[src/rtl/spi_pkg.sv]
// spi_pkg: shared types and constants for the SPI slave wrapper and its RAM.
// Holds the FSM state encoding, the two-bit command encodings and the default sizes.
package spi_pkg;

    localparam int DEF_MEM_DEPTH = 256;
    localparam int DEF_ADDR_SIZE = 8;

    // Frame body length after the select bit; the counter parks one past the
    // last bit so the completed frame is handed to the RAM exactly once.
    localparam logic [3:0] FRAME_BITS   = 4'd10;
    localparam logic [3:0] BIT_CNT_HOLD = 4'd11;

    localparam int BYTE_BITS = 8;

    typedef enum logic [2:0] {
        IDLE      = 3'd0,
        CHK_CMD   = 3'd1,
        WRITE     = 3'd2,
        READ_ADD  = 3'd3,
        READ_DATA = 3'd4
    } spi_state_e;

    typedef enum logic [1:0] {
        CMD_WR_ADDR = 2'b00,
        CMD_WR_DATA = 2'b01,
        CMD_RD_ADDR = 2'b10,
        CMD_RD_DATA = 2'b11
    } spi_cmd_e;

    function automatic logic is_frame_state(input spi_state_e s);
        return (s == WRITE) || (s == READ_ADD) || (s == READ_DATA);
    endfunction

endpackage

[src/rtl/spi_ram.sv]
// spi_ram: single-port MEM_DEPTH x 8 RAM driven by 10-bit command words from the SPI front end.
// Address registers and the read strobe reset; the storage array deliberately does not.
module spi_ram
    import spi_pkg::*;
#(
    parameter int MEM_DEPTH = DEF_MEM_DEPTH,
    parameter int ADDR_SIZE = DEF_ADDR_SIZE
) (
    input  logic                  clk,
    input  logic                  rst_n,
    input  logic [9:0]            din,
    input  logic                  rx_valid,
    output logic [BYTE_BITS-1:0]  dout,
    output logic                  tx_valid
);

    logic [BYTE_BITS-1:0] mem [MEM_DEPTH];
    logic [ADDR_SIZE-1:0] wr_addr;
    logic [ADDR_SIZE-1:0] rd_addr;
    spi_cmd_e             cmd;
    logic [ADDR_SIZE-1:0] payload_addr;

    always_comb begin
        cmd          = spi_cmd_e'(din[9:8]);
        payload_addr = ADDR_SIZE'(din[7:0]);
    end

    always_ff @(posedge clk) begin
        if (rx_valid && (cmd == CMD_WR_DATA)) begin
            mem[wr_addr] <= din[7:0];
        end
    end

    always_ff @(posedge clk or negedge rst_n) begin
        if (!rst_n) begin
            wr_addr  <= '0;
            rd_addr  <= '0;
            dout     <= '0;
            tx_valid <= 1'b0;
        end else begin
            tx_valid <= 1'b0;
            if (rx_valid) begin
                case (cmd)
                    CMD_WR_ADDR: wr_addr <= payload_addr;
                    CMD_RD_ADDR: rd_addr <= payload_addr;
                    CMD_RD_DATA: begin
                        dout     <= mem[rd_addr];
                        tx_valid <= 1'b1;
                    end
                    default: ;
                endcase
            end
        end
    end

endmodule

[src/rtl/spi_wrapper.sv]
// spi_wrapper: SPI slave that deserialises select-bit + 10-bit frames into spi_ram and shifts
// read bytes back on MISO. Defining SPI_ASSERT_EN compiles the protocol assertions.
module spi_wrapper
    import spi_pkg::*;
#(
    parameter int MEM_DEPTH = DEF_MEM_DEPTH,
    parameter int ADDR_SIZE = DEF_ADDR_SIZE
) (
    input  logic wclk,
    input  logic wrst_n,
    input  logic SS_n,
    input  logic MOSI,
    output logic MISO
);

    spi_state_e           state;
    spi_state_e           next_state;
    logic                 sel_bit;
    logic [3:0]           bit_cnt;
    logic [9:0]           shift_reg;
    logic [9:0]           din;
    logic                 rx_valid;
    logic                 tx_valid;
    logic [BYTE_BITS-1:0] dout;
    logic                 rd_addr_flag;
    logic [BYTE_BITS-1:0] tx_sr;
    logic [2:0]           tx_left;
    logic                 in_frame;
    logic                 shift_en;
    logic                 frame_done;
    logic                 frame_match;

    // rx_valid and tx_valid are one-cycle strobes with no ready: the receiver
    // must act on the rising edge where the strobe is high or the word is lost.

    always_ff @(posedge wclk or negedge wrst_n) begin
        if (!wrst_n) begin
            state <= IDLE;
        end else begin
            state <= next_state;
        end
    end

    always_comb begin
        next_state = state;
        if (SS_n) begin
            next_state = IDLE;
        end else begin
            case (state)
                IDLE:    next_state = CHK_CMD;
                CHK_CMD: begin
                    if (!MOSI) begin
                        next_state = WRITE;
                    end else if (rd_addr_flag) begin
                        next_state = READ_DATA;
                    end else begin
                        next_state = READ_ADD;
                    end
                end
                WRITE, READ_ADD, READ_DATA: next_state = state;
                default: next_state = IDLE;
            endcase
        end
    end

    always_comb begin
        in_frame    = is_frame_state(state) && !SS_n;
        shift_en    = in_frame && (bit_cnt < FRAME_BITS);
        frame_done  = in_frame && (bit_cnt == FRAME_BITS);
        frame_match = (shift_reg[9] == sel_bit);
    end

    always_ff @(posedge wclk or negedge wrst_n) begin
        if (!wrst_n) begin
            sel_bit      <= 1'b0;
            bit_cnt      <= '0;
            shift_reg    <= '0;
            din          <= '0;
            rx_valid     <= 1'b0;
            rd_addr_flag <= 1'b0;
        end else begin
            rx_valid <= 1'b0;
            if ((state == CHK_CMD) && !SS_n) begin
                sel_bit <= MOSI;
            end
            if (!in_frame) begin
                bit_cnt <= '0;
            end else if (bit_cnt != BIT_CNT_HOLD) begin
                bit_cnt <= bit_cnt + 4'd1;
            end
            if (shift_en) begin
                shift_reg <= {shift_reg[8:0], MOSI};
            end
            // A frame whose leading command bit disagrees with the select bit is dropped whole.
            if (frame_done) begin
                din      <= shift_reg;
                rx_valid <= frame_match;
                if (frame_match && (state == READ_ADD)) begin
                    rd_addr_flag <= 1'b1;
                end else if (frame_match && (state == READ_DATA)) begin
                    rd_addr_flag <= 1'b0;
                end
            end
        end
    end

    always_ff @(posedge wclk or negedge wrst_n) begin
        if (!wrst_n) begin
            MISO    <= 1'b0;
            tx_sr   <= '0;
            tx_left <= '0;
        end else if (SS_n || (state != READ_DATA)) begin
            MISO    <= 1'b0;
            tx_sr   <= '0;
            tx_left <= '0;
        end else if (tx_valid) begin
            MISO    <= dout[7];
            tx_sr   <= {dout[6:0], 1'b0};
            tx_left <= 3'd7;
        end else if (tx_left != 3'd0) begin
            MISO    <= tx_sr[7];
            tx_sr   <= {tx_sr[6:0], 1'b0};
            tx_left <= tx_left - 3'd1;
        end else begin
            MISO <= 1'b0;
        end
    end

    spi_ram #(
        .MEM_DEPTH (MEM_DEPTH),
        .ADDR_SIZE (ADDR_SIZE)
    ) u_ram (
        .clk      (wclk),
        .rst_n    (wrst_n),
        .din      (din),
        .rx_valid (rx_valid),
        .dout     (dout),
        .tx_valid (tx_valid)
    );

`ifdef SPI_ASSERT_EN
    a_rx_valid_pulse: assert property (@(posedge wclk) disable iff (!wrst_n)
        rx_valid |=> !rx_valid);

    a_tx_after_read: assert property (@(posedge wclk) disable iff (!wrst_n)
        tx_valid |-> ($past(rx_valid) && ($past(din[9:8]) == CMD_RD_DATA)));

    a_miso_quiet: assert property (@(posedge wclk) disable iff (!wrst_n)
        (state != READ_DATA) |-> !MISO);

    a_state_legal: assert property (@(posedge wclk) disable iff (!wrst_n)
        state inside {IDLE, CHK_CMD, WRITE, READ_ADD, READ_DATA});
`else
    // Checking logic is compiled only when SPI_ASSERT_EN is defined.
`endif

endmodule

[config.mk]
export PLATFORM = sky130hd
export DESIGN_NAME = spi_wrapper
export DESIGN_NICKNAME = d
export VERILOG_FILES = /design/src/rtl/spi_pkg.sv /design/src/rtl/spi_ram.sv /design/src/rtl/spi_wrapper.sv
export SDC_FILE = /design/constraint.sdc
export NUM_CORES = 2
export LEC_CHECK = 0
export BUFFER_PORTS_ARGS = -buffer_cell sky130_fd_sc_hd__buf_4
export CAP_MARGIN = 20
export CORE_MARGIN = 5
export CORE_UTILIZATION = 35
export CTS_CLUSTER_DIAMETER = 50
export CTS_CLUSTER_SIZE = 8
export DETAILED_ROUTE_END_ITERATION = 8
export GPL_TIMING_DRIVEN = 0
export SYNTH_ARGS = -nofsm -noshare
export SYNTH_HDL_FRONTEND = slang
export SYNTH_SLANG_ARGS = --single-unit
[constraint.sdc]
create_clock -name wclk -period 5.25 [get_ports wclk]
set_input_delay 0.525 -clock wclk [delete_from_list [all_inputs] [get_ports wclk]]
set_output_delay 0.525 -clock wclk [all_outputs]
set_load 0.03 [all_outputs]
# Word-level counts from Yosys, hierarchy flattened
# Memory sizes are Yosys's and may differ from the RTL's. A register that Yosys moved wholly into a read port is not among the register bits.
# Cells that the tools add are included.
# totals
ramBits,2048
memories,1
out_inout_bits,1
inputBits,4
word_cells,74
ff_bits,59
# op_classes
muxes,22
reduce_logical,22
add_sub_neg,2
magnitude_cmp,1
n_eq_ne,13
# mem_list
memory,depth,word_bits,rd,rd_ports_with_merged_regs,write_ports,line,source
u_ram.mem,256,8,1,1,1,spi_ram.sv:17,logic [BYTE_BITS-1:0] mem [MEM_DEPTH];
# op_table
operator,n
8-bit two-way mux,3
3-bit two-way mux,6
1-bit two-way mux,10
3-bit case mux with 3 select lines,1
4-bit two-way mux,2
2-bit AND reduction,4
1-bit logical AND,7
"3-bit by 2-bit == test with 1-bit output, second input constant",2
3-bit nonzero test,2
"4-bit by 1-bit adder with 4-bit output, second input constant",1
"2-bit == test, second input constant",2
"4-bit == test, second input constant",1
"4-bit less-than comparator, second input constant",1
"4-bit inequality test, second input constant",1
"3-bit by 1-bit == test with 1-bit output, second input constant",1
"3-bit == test, second input constant",1
3-bit logical NOT,1
1-bit logical OR,3
"3-bit inequality test, second input constant",1
3-bit OR reduction,1
"3-bit by 1-bit subtractor with 3-bit output, second input constant",1
"2-bit by 1-bit == test with 1-bit output, second input constant",1
1-bit logical NOT,2
2-bit logical NOT,1
4 further kinds,4

# Logic depth before layout (Yosys ltp)
# depth
depth_word,6
mapped_depth,13
mapped_depth_nobuf,7

# Modules after synthesis
# Synthesis repeated with hierarchy kept, for this count alone.
# unflattened
cells_unflattened,4134
area_unflattened_um2,83654.0
# by_module_without_submodules
mod,cells_each,n_inst,area_per_inst_um2,seq_area_each_um2
spi_ram,3982,1,81780.9,62124.6
spi_wrapper,152,1,1873.0,1026.0

# Least setup slack after synthesis
# No wires, ideal clock.
# synth_timing
kind,reg-to-reg
start,register din[0]
end,memory u_ram.mem[0][0] (data pin)
setup_ns,0.808
stages_incl_launch_ff,1
path_buffers,0
setup_slack_ns,1.239
t_required_ns,4.442
t_arrival_ns,3.203
period_less_slack_ns,4.011
cell_sequence,dfrtp_1
# synth_rtl
element,line,source
from (decl),spi_wrapper.sv:21,logic [9:0] din;
from (signal assigned),spi_wrapper.sv:96,din <= shift_reg;
to (decl),spi_ram.sv:17,
# Straight into the memory's write port.

==> results.cfg <==
[synth]
yosysTopAreaCell = edfxtp_1
syn_inst = 4152
yosysTopAreaCellShare_pct = 74.1
yosysWarnings = 0
synth_area_leaders = edfxtp_1 74%, mux4_2 8.4%, mux2i_1 4.3%, dfrtp_1 2.0%, mux2_2 1.4%
synth-edff-count = 2048
ys_seq_elements = 2114
ys_types = 66
synth_seq_area_share_pct = 76.1
synthArstFlopShare_pct = 3.12
synth_commonest_cells = 2,048 x edfxtp_1, 357 x mux2i_1, 311 x mux4_2, 294 x nor2_1, 115 x o22ai_1
synth_area_per_cell_um2 = 20.0
ys.flop_type = edfxtp_1
synth_area_mm2 = 0.0830
yosysMostFrequentCell = edfxtp_1
syn_nets = 4160

[floorplanning]
die_area_mm2 = 0.247
fp.coreArea_mm2 = 0.236
initial_core_util_pct = 35.2
num_rows = 178
die_h_um = 497
die_w_um = 497
ios = 5

[pwr]
p_int_w = 0.0295
ir_drop_mv = 0.271
clockPowerShare_pct = 49.8
switching_share_pct = 19.5
leakagePower_nw = 28.3
p_total_w = 0.0367
power.share.sequential_pct = 50.0
combPwrFrac_pct = 0.2
p_per_area_mw_per_mm2 = 378
p_switching_w = 0.00713

[place]
place_congestion = 0.987
dp_cells = 7375
io_buffers = 4
hpwlAfterDp_um = 204000
place_ws_ns = -0.293

[sta]
finalHoldViolCount = 0
rsz0062_at_grt = false
setup_viol = 6
setup_ws_ns = -0.222
fin_skew_ns = 0.0857
worst_pin_slew_ns = 1.39
relSlewSlack_pct = 6.87
fin_crit_ns = 5.47
fmax_ghz = 0.183
final_max_slew_viol_count = 0
final.period_utilization_pct = 104

[outcome]
violations = setup timing
status = complete, but fails checks

[clock_network]
postCtsSetupRepairBufs = 0
clkLatencyLatePin_ns = 0.98
numCtsBuffers = 320
htreeDepth = 5
cts_tree = done
cts_root_buf = clkbuf_16
clk_pin_slew_ns = 0.06
clock-sinks = 2114
clockBufferDepth = 4

[grt]
grt_antenna_before_repair = 23
grt_usage_pct = 24.5
grt_pass1_wl_um = 410000
grt_max_degree = 101
grt_pass1_vias = 45600
grtUsageMet3_pct = 9.15
grtUsageMet2_pct = 35.3
gr-total-overflow = 0
busiest_layer = met2
met1_usage_pct = 31.1

[layout]
multi_input_area_mm2 = 0.0182
synthToLayoutAreaGrowth_pct = 16.9
fillers = 20700
finalNetCount = 4563
post-route-util_pct = 41.2
largest_register_ffs = 2048
drive_gt1_share_pct = 21.9
seqCellArea_mm2 = 0.0632
final-instance-count-excl-fill = 7817

[job]
cap_violations = 0

[route]
drc = 0
antenna_left = 0
wire_per_inst_um = 39.9
num_vias = 47500
dr.pass1.iters = 7
routed_wl_um = 312000
drt_iter0_markers = 8681
via_per_inst = 6.08

[worst_setup_path]
cp-end-kind = flip-flop
arrival_ns = 6.33
crit_required_ns = 6.11
startpoint_type = flip-flop
r2r_end = u_ram.dout[3]
cp_max_fo = 10
reg2reg_from = u_ram.rd_addr[4]
path_class = flip-flop to flip-flop
worst-r2r-setup-slack_ns = -0.22
r2r_cells = 10

[min_path]
min_path_type = input port to asynchronous set/reset pin
==> per-stage QoR <==
| stage | hold WS [ns] | TNS (ns) | area (um^2) |
|---|---|---|---|
| finish | 0.272 | -0.453 | 97100 |
| global route | 0.342 | 0 | 97000 |
| CTS | 0.309 | 0 | 97000 |
| detailed placement | 0.513 | -0.293 | 88300 |
| global placement | 0.509 | -5157.39 | 87000 |
| floorplan | 0.229 | 0 | 83000 |
==> worst max path at each step <==
stage,from,end,slack (ns),cells past startpoint
finish,u_ram.rd_addr[4],u_ram.dout[3],-0.22,10
global route,u_ram.rd_addr[4],u_ram.dout[4],0.10,11
CTS,u_ram.rd_addr[4],u_ram.dout[4],0.05,10
detailed placement,u_ram.rd_addr[4],u_ram.dout[4],-0.29,11
global placement,din[2],u_ram.mem[68][2],-2.76,0
floorplan,din[0],u_ram.mem[0][0],1.24,0
==> cell type report <==
type,instances,share of cell area (%)
repair buffers,81,1.34
plain buffers,256,1.80
diodes,7,0.0180
inverters,11,0.0425
clock buffers,409,8.78
multi-input cells,1771,18.7
clock inverters,18,0.168
flip-flops and latches,2114,65.1
well taps,3150,4.06
==> repair_timing <==
action                     CTS  global route
resized for setup            4             5
hold buffers                 4             0
pin swaps                    0             0
setup endpoints to repair    2             3
hold endpoints to repair    72             0
==> placed cells by master, fill, tap and decap left out, types with 10 or more instances in the layout <==
cell	count
mux2_2	106
nand3_1	33
nor2b_1	15
buf_16	26
buf_12	14
buf_4	36
nor3_1	23
o22ai_1	115
a221oi_1	23
mux2i_1	357
clkbuf_16	327
a21oi_1	56
edfxtp_1	2048
o21ai_0	32
clkbuf_2	26
a211oi_1	54
buf_2	58
a22oi_1	11
nor2_1	294
buf_6	57
a221o_1	10
nand2_1	89
mux4_2	311
mux4_1	34
clkbuf_1	165
or3_1	10
buf_8	19
a2111oi_0	12
dfrtp_1	58
o221ai_1	77
==> power groups by stage <==
stage | clock network, W | registers [W] | logic, W
floorplan | 0 | 0.0186 | 0.0000445
global placement | 0 | 0.0186 | 0.0000623
detailed placement | 0 | 0.0186 | 0.0000644
CTS | 0.0183 | 0.0183 | 0.0000680
global route | 0.0191 | 0.0183 | 0.0000749
finish | 0.0183 | 0.0183 | 0.0000659
==> kinds of logic (layout without fill, tap and decap cells) <==
group                    Yosys count  in the layout  share of synthesized area (%)
flip-flops                      2114           2114                           76.1
multiplexers                     808            808                           15.3
AND/OR/NAND/NOR                  521            521                           2.73
AO/OA/AOI/OAI                    434            434                           3.74
buffers and inverters            267            775                           2.10
adder cells (fa/ha/maj)            4              4                         0.0603
XOR/XNOR                           4              4                         0.0422
other                              0              7                              0
==> per-layer routing <==
metal  part of all wire [%]  wire (um)
met3                     14      42800
met5                 0.0067         21
met4                    7.7      23900
met1                     36     112000
met2                     43     133000
==> critical path, stage by stage (launching register included) <==
cell and delay, ns:
dfrtp_1 0.32, buf_2 0.29, buf_2 0.43, buf_2 0.61
nand3_1 0.51, buf_1 0.65, o22ai_1 0.48, nor4_1 0.19
a2111oi_0 1.18, nand4_1 0.39, o211ai_1 0.27
Power figures use the tool's default switching activity.
